[src/rtl/spi_ram_pkg.sv]
// Shared definitions for the SPI RAM slave: command codes, FSM states and a
// ceiling-log2 helper used to size counters and memory indices.
package spi_ram_pkg;

    localparam logic [1:0] CMD_WR_ADDR = 2'b00;
    localparam logic [1:0] CMD_WR_DATA = 2'b01;
    localparam logic [1:0] CMD_RD_ADDR = 2'b10;
    localparam logic [1:0] CMD_RD_DATA = 2'b11;

    typedef enum logic [1:0] {
        IDLE = 2'b00,
        RX   = 2'b01,
        EXEC = 2'b10,
        TX   = 2'b11
    } state_e;

    function automatic int clog2(input int value);
        int width;
        width = 0;
        while ((64'd1 << width) < 64'(value)) begin
            width = width + 1;
        end
        return width;
    endfunction

endpackage

[src/rtl/spi_ram_mem.sv]
// Single-port word memory: synchronous write, registered read. Addresses at or
// beyond MEM_DEPTH never write and read back as zero.
module spi_ram_mem
    import spi_ram_pkg::*;
#(
    parameter int DATA_WIDTH = 8,
    parameter int ADDR_WIDTH = 8,
    parameter int MEM_DEPTH  = 256
) (
    input  logic                  clk,
    input  logic                  rst,
    input  logic                  we,
    input  logic [ADDR_WIDTH-1:0] addr,
    input  logic [DATA_WIDTH-1:0] wdata,
    output logic [DATA_WIDTH-1:0] rdata
);

    localparam int IDX_W = (MEM_DEPTH > 1) ? clog2(MEM_DEPTH) : 1;
    localparam int AW1   = ADDR_WIDTH + 1;
    localparam logic [ADDR_WIDTH:0] DEPTH_C = AW1'(MEM_DEPTH);

    logic [DATA_WIDTH-1:0] mem_r [MEM_DEPTH];
    logic [DATA_WIDTH-1:0] rdata_r;
    logic                  in_range_s;
    logic [IDX_W-1:0]      idx_s;

    assign in_range_s = ({1'b0, addr} < DEPTH_C);
    assign idx_s      = addr[IDX_W-1:0];
    assign rdata      = rdata_r;

    // Array write; contents deliberately survive reset
    always_ff @(posedge clk) begin
        if (we && in_range_s) begin
            mem_r[idx_s] <= wdata;
        end
    end

    // Registered read port, zero for out-of-range addresses
    always_ff @(posedge clk) begin
        if (rst) begin
            rdata_r <= {DATA_WIDTH{1'b0}};
        end else if (in_range_s) begin
            rdata_r <= mem_r[idx_s];
        end else begin
            rdata_r <= {DATA_WIDTH{1'b0}};
        end
    end

endmodule

[src/rtl/spi_ram_slave_p.sv]
// SPI slave front end: deserialises {cmd, payload} frames from MOSI while SS_n
// is low and executes them against spi_ram_mem, serialising reads on MISO.
module spi_ram_slave_p
    import spi_ram_pkg::*;
#(
    parameter int DATA_WIDTH = 8,
    parameter int ADDR_WIDTH = 8,
    parameter int MEM_DEPTH  = 256,
    parameter int AUTO_INC   = 1
) (
    input  logic clk,
    input  logic rst,
    input  logic MOSI,
    input  logic SS_n,
    output logic MISO,
    output logic busy,
    output logic err
);

    localparam int FRAME_W = 2 + DATA_WIDTH;
    localparam int CNT_W   = clog2(FRAME_W);
    localparam int AW1     = ADDR_WIDTH + 1;
    localparam logic [CNT_W-1:0]      CNT_ONE_C  = {{(CNT_W-1){1'b0}}, 1'b1};
    localparam logic [CNT_W-1:0]      RX_LAST_C  = CNT_W'(FRAME_W - 1);
    localparam logic [CNT_W-1:0]      TX_LAST_C  = CNT_W'(DATA_WIDTH - 1);
    localparam logic [ADDR_WIDTH-1:0] ADDR_ONE_C = {{(ADDR_WIDTH-1){1'b0}}, 1'b1};
    localparam logic [ADDR_WIDTH:0]   DEPTH_C    = AW1'(MEM_DEPTH);
    localparam logic [ADDR_WIDTH:0]   LAST_C     = DEPTH_C - {{ADDR_WIDTH{1'b0}}, 1'b1};

    state_e                  state_r, state_nxt_s;
    logic [CNT_W-1:0]        cnt_r;
    logic [FRAME_W-1:0]      frame_r;
    logic [DATA_WIDTH-1:0]   tx_shift_r;
    logic [ADDR_WIDTH-1:0]   wr_addr_r, rd_addr_r;
    logic                    err_r, miso_r, busy_r;

    logic [1:0]              cmd_s;
    logic [DATA_WIDTH-1:0]   payload_s, mem_rdata_s, rd_word_s;
    logic [ADDR_WIDTH-1:0]   mem_addr_s;
    logic                    wr_sel_s, mem_we_s, wr_in_range_s, rd_in_range_s;
    logic                    last_rx_s, last_tx_s;

    // Post-increment with wrap; an out-of-range address also wraps to zero
    function automatic logic [ADDR_WIDTH-1:0] next_addr(input logic [ADDR_WIDTH-1:0] a);
        if ({1'b0, a} >= LAST_C) begin
            return {ADDR_WIDTH{1'b0}};
        end else begin
            return a + ADDR_ONE_C;
        end
    endfunction

    assign cmd_s         = frame_r[FRAME_W-1 -: 2];
    assign payload_s     = frame_r[DATA_WIDTH-1:0];
    assign wr_in_range_s = ({1'b0, wr_addr_r} < DEPTH_C);
    assign rd_in_range_s = ({1'b0, rd_addr_r} < DEPTH_C);
    assign last_rx_s     = (cnt_r == RX_LAST_C);
    assign last_tx_s     = (cnt_r == TX_LAST_C);
    assign wr_sel_s      = (state_r == EXEC) && (cmd_s == CMD_WR_DATA);
    assign mem_we_s      = wr_sel_s && wr_in_range_s;
    // The read port tracks rd_addr all frame long, so data is ready by EXEC
    assign mem_addr_s    = wr_sel_s ? wr_addr_r : rd_addr_r;
    assign rd_word_s     = rd_in_range_s ? mem_rdata_s : {DATA_WIDTH{1'b0}};

    assign MISO = miso_r;
    assign busy = busy_r;
    assign err  = err_r;

    spi_ram_mem #(
        .DATA_WIDTH (DATA_WIDTH),
        .ADDR_WIDTH (ADDR_WIDTH),
        .MEM_DEPTH  (MEM_DEPTH)
    ) u_mem (
        .clk   (clk),
        .rst   (rst),
        .we    (mem_we_s),
        .addr  (mem_addr_s),
        .wdata (payload_s),
        .rdata (mem_rdata_s)
    );

    // State register and registered busy flag
    always_ff @(posedge clk) begin
        if (rst) begin
            state_r <= IDLE;
            busy_r  <= 1'b0;
        end else begin
            state_r <= state_nxt_s;
            busy_r  <= (state_nxt_s != IDLE);
        end
    end

    // Next-state logic
    always_comb begin
        state_nxt_s = state_r;
        case (state_r)
            IDLE: begin
                if (!SS_n) state_nxt_s = RX;
                else       state_nxt_s = IDLE;
            end
            RX: begin
                if (SS_n)           state_nxt_s = IDLE;
                else if (last_rx_s) state_nxt_s = EXEC;
                else                state_nxt_s = RX;
            end
            EXEC: begin
                if (SS_n)                     state_nxt_s = IDLE;
                else if (cmd_s == CMD_RD_DATA) state_nxt_s = TX;
                else                          state_nxt_s = RX;
            end
            TX: begin
                if (SS_n)           state_nxt_s = IDLE;
                else if (last_tx_s) state_nxt_s = RX;
                else                state_nxt_s = TX;
            end
            default: state_nxt_s = IDLE;
        endcase
    end

    // Frame shifting, bit counting, command commit and MISO serialisation
    always_ff @(posedge clk) begin
        if (rst) begin
            cnt_r      <= {CNT_W{1'b0}};
            frame_r    <= {FRAME_W{1'b0}};
            tx_shift_r <= {DATA_WIDTH{1'b0}};
            wr_addr_r  <= {ADDR_WIDTH{1'b0}};
            rd_addr_r  <= {ADDR_WIDTH{1'b0}};
            err_r      <= 1'b0;
            miso_r     <= 1'b0;
        end else begin
            case (state_r)
                IDLE: begin
                    miso_r <= 1'b0;
                    if (!SS_n) begin
                        frame_r <= {frame_r[FRAME_W-2:0], MOSI};
                        cnt_r   <= CNT_ONE_C;
                    end else begin
                        cnt_r   <= {CNT_W{1'b0}};
                    end
                end
                RX: begin
                    miso_r <= 1'b0;
                    if (SS_n) begin
                        cnt_r <= {CNT_W{1'b0}};
                    end else begin
                        frame_r <= {frame_r[FRAME_W-2:0], MOSI};
                        cnt_r   <= last_rx_s ? {CNT_W{1'b0}} : cnt_r + CNT_ONE_C;
                    end
                end
                EXEC: begin
                    cnt_r  <= {CNT_W{1'b0}};
                    miso_r <= 1'b0;
                    case (cmd_s)
                        CMD_WR_ADDR: wr_addr_r <= payload_s[ADDR_WIDTH-1:0];
                        CMD_WR_DATA: begin
                            if (!wr_in_range_s) err_r <= 1'b1;
                            if (AUTO_INC != 0) wr_addr_r <= next_addr(wr_addr_r);
                        end
                        CMD_RD_ADDR: rd_addr_r <= payload_s[ADDR_WIDTH-1:0];
                        CMD_RD_DATA: begin
                            if (!rd_in_range_s) err_r <= 1'b1;
                            if (AUTO_INC != 0) rd_addr_r <= next_addr(rd_addr_r);
                            tx_shift_r <= {rd_word_s[DATA_WIDTH-2:0], 1'b0};
                            miso_r     <= ~SS_n & rd_word_s[DATA_WIDTH-1];
                        end
                        default: miso_r <= 1'b0;
                    endcase
                end
                TX: begin
                    if (SS_n || last_tx_s) begin
                        miso_r <= 1'b0;
                        cnt_r  <= {CNT_W{1'b0}};
                    end else begin
                        miso_r     <= tx_shift_r[DATA_WIDTH-1];
                        tx_shift_r <= {tx_shift_r[DATA_WIDTH-2:0], 1'b0};
                        cnt_r      <= cnt_r + CNT_ONE_C;
                    end
                end
                default: begin
                    miso_r <= 1'b0;
                    cnt_r  <= {CNT_W{1'b0}};
                end
            endcase
        end
    end

endmodule

[config.mk]
export PLATFORM = sky130hd
export DESIGN_NAME = spi_ram_slave_p
export DESIGN_NICKNAME = d
export VERILOG_FILES = /design/src/rtl/spi_ram_pkg.sv /design/src/rtl/spi_ram_mem.sv /design/src/rtl/spi_ram_slave_p.sv
export SDC_FILE = /design/constraint.sdc
export NUM_CORES = 2
export LEC_CHECK = 0
export ABC_AREA = 1
export CAP_MARGIN = 20
export CORE_MARGIN = 1.5
export CORE_UTILIZATION = 35
export CTS_CLUSTER_DIAMETER = 30
export DETAILED_ROUTE_END_ITERATION = 7
export PLACE_DENSITY = 0.59
export SLEW_MARGIN = 15
export SYNTH_ARGS = -nofsm -noshare
export SYNTH_HDL_FRONTEND = slang
export SYNTH_SLANG_ARGS = --single-unit
[constraint.sdc]
create_clock -name clk -period 7.3 [get_ports clk]
set_clock_uncertainty 0.05 [all_clocks]
set_input_delay 1.825 -clock clk [delete_from_list [all_inputs] [get_ports clk]]
set_output_delay 1.825 -clock clk [all_outputs]
set_load 0.05 [all_outputs]
==> run summary <==
Seq. cell area -> 62,510 um^2
multi-input gate area in the final layout -> 24,220 um^2
Max Slew Vio Count -> 0
status -> finished, final reports clean
leakage -> 43.31 nW
Critical Path End Type -> flip-flop
via count -> 61,640
detailed-placement wirelength estimate -> 135,700 um
Area Overhead vs Synth -> 19.62%
Post-route DRC -> 0
drt pass-1 iters -> 6
DR iter-0 viols -> 5,888
CP Cell Sequence -> inv_1 > nor2_1 > nand2_4 > nand2_2 > nand2_8 > nor2_2 > inv_1 > nor2_1 > nand2_1 > buf_4 > nor2_1
Die Y -> 507.5 um
Max stage delay on crit path -> 0.73 ns
CP max stage cell -> nand2_2
combinational power share -> 0.8%
PnR worst setup slack -> 1.492 ns
Die Area -> 257,600 um^2
cell area after synthesis -> 89,090 um^2
Setup WS pre-CTS -> 1.672 ns
Period Utilization, post-route -> 79.56%
# nets final -> 8,975
Hold Buf Count CTS -> 0
sequential share of power -> 40.5%
Top cell by count, worst path -> nor2_1
setup bufs post-CTS -> 0
Worst VDD drop -> 234.0 uV
Post-synth EDFFs -> 2,048
clock power share -> 58.7%
Max FO, Critical Path -> 57
syn_nets -> 8,929
clk buf depth -> 4
first-pass GRT wire length -> 376,700 um
row count -> 185
clk_lat worst skew -> 0.99 ns
width of the die -> 507.5 um
clk sinks -> 2,097
# resized after CTS -> 0
GRT Total Usage -> 19.16%
most common cell after layout, fill and taps aside -> nand2_1
Final Hold Vio Count -> 0
Routability Congestion -> 0.8614
Detailed Route WL -> 250,900 um
Mapped Cells -> 8,921
Routed Antenna Nets -> 0
Initial Util -> 35.12%
syn_area_per_cell -> 9.986 um^2
worst min-delay path class -> flip-flop to flip-flop
htree depth -> 5
IO buf count -> 5
slew margin rel. -> 24.82%
setup TNS -> 0 ns
total gr overflow -> 0
Final min period -> 5.808 ns
post-synthesis register bit count -> 2,097
Sw Ratio -> 20.21%
worst r2r src -> state_r[1]$_SDFF_PP0_
CP Class -> flip-flop to flip-flop
most frequent cells in the layout -> nand2_1, edfxtp_1, nor2_1
crit path from -> state_r[1]$_SDFF_PP0_
core box area -> 253,700 um^2
CTS Root Cell -> clkbuf_16
CP Launch Type -> flip-flop
vias in the first global route -> 60,530
antenna violations before repair -> 4
yosys warns -> 0
largest net degree at the start of global routing -> 187
fillers -> 23,920
endpoints failing setup -> 0
mean number of vias per cell -> 4.863
Top FF cell, synth -> edfxtp_1
Hold Path Origin -> tx_shift_r[5]$_SDFFE_PP0P_
share of cells above drive strength 1 -> 8.745%
Tightest Pin Transition -> 1.128 ns
cell family with most CP delay -> simple AND/OR/NAND/NOR gates
CP Data Arrival Time -> 6.30 ns
Wirelength per Cell -> 19.79 um
Synth async-reset ratio -> 0%
Netlist cell types -> 35
RSZ-0062 raised after global routing -> no
Area after DPL -> 92,110 um^2
Worst-path clk slew -> 0.05 ns
Internal -> 0.02631 W
max-cap viol count -> 0
CTS tree -> yes
Critical Path RT -> 7.80 ns
pwr/cell area -> 309.5 nW/um^2
Num CTS Buffers -> 429
I/O pins -> 7
register area share after synthesis -> 70.13%
design area -> 106,600 um^2
maximum clock rate -> 0.1722 GHz
Buf/Inv on CP -> 3
Net Sw Power -> 0.006666 W
Final Power -> 0.03298 W
tightest hold or removal path, delay by kind of cell (launching register included):
family | cells | cell delay, ns
and+or+nand+nor | 1 | 0.07
DFF | 1 | 0.30
AOI/OAI and AO/OA | 1 | 0.08
final timing paths:
check | endpoint | slack, ns | cells past startpoint
worst max register to register | u_mem.mem_r[245][3]$_DFFE_PP_ | 1.49 | 11
worst min-delay path | tx_shift_r[6]$_SDFFE_PP0P_ | 0.45 | 2
worst min register to register | tx_shift_r[6]$_SDFFE_PP0P_ | 0.45 | 2
worst max-delay path | u_mem.mem_r[245][3]$_DFFE_PP_ | 1.49 | 11
kinds of logic after synthesis:
family	Yosys count	synth area share (%)
compound gates	80	0.5393
xor+xnor	4	0.03933
fa+ha+maj	4	0.05618
buf+inv	539	2.788
flops	2097	70.13
other cells	1	0.004209
simple gates	6196	26.44
power by group through the flow:
stage	Combinational [W]	Clock, W	Sequential, W
after floorplan	0.0000197	0	0.0137
after global placement	0.000253	0	0.0136
after detailed placement	0.000259	0	0.0136
after CTS	0.000259	0.0195	0.0134
after global routing	0.000271	0.0201	0.0133
final	0.000257	0.0194	0.0134
stage by stage:
step	util (%)	hold WS [ns]	cells
after global routing	42.00	0.4701	12670
after detailed placement	36.31	0.4399	11900
after CTS	42.00	0.4435	12670
final	42.01	0.4548	12680
after global placement	36.30	0.4309	11900
after floorplan	-	0.3789	8921
Yosys cell counts, types with 5 or more instances:
cell | count | share of area [%]
nand2_1 | 5346 | 23
edfxtp_1 | 2048 | 69
nor2_1 | 652 | 2.7
buf_2 | 317 | 1.8
nand3_1 | 177 | 0.99
clkbuf_1 | 117 | 0.49
inv_1 | 57 | 0.24
dfxtp_1 | 49 | 1.1
o21ai_0 | 27 | 0.15
buf_1 | 22 | 0.093
a21oi_1 | 19 | 0.11
a221oi_1 | 13 | 0.13
buf_4 | 13 | 0.11
a31oi_1 | 10 | 0.070
inv_2 | 8 | 0.034
nor3_1 | 5 | 0.028
state kept, by name (all words and copies together) (netlist names):
register     cells
MISO             1
frame_r         10
cnt_r            4
state_r          2
u_mem.mem_r   2048
tx_shift_r       7
wr_addr_r        8
u_mem.rdata      8
busy             1
rd_addr_r        8
final cells by class:
| cell class | instances | area share, % |
|---|---|---|
| sequential | 2097 | 58.66 |
| clock inverter | 302 | 3.242 |
| multi-input combinational | 6285 | 22.73 |
| tap | 3366 | 3.952 |
| timing repair buffer | 86 | 0.8477 |
| antenna | 2 | 0.004696 |
| clock buffer | 470 | 10.32 |
| inverter | 68 | 0.2466 |
layer usage:
layer  vias up  GRT usage, %  wire length [um]
met2      2306         31.64            119000
li1      29180             -                 -
met3       435         3.394             17990
met5         -             0                13
met4         2         7.112              8211
met1     29720         25.18            105700
(Power assumes the default switching activity.)
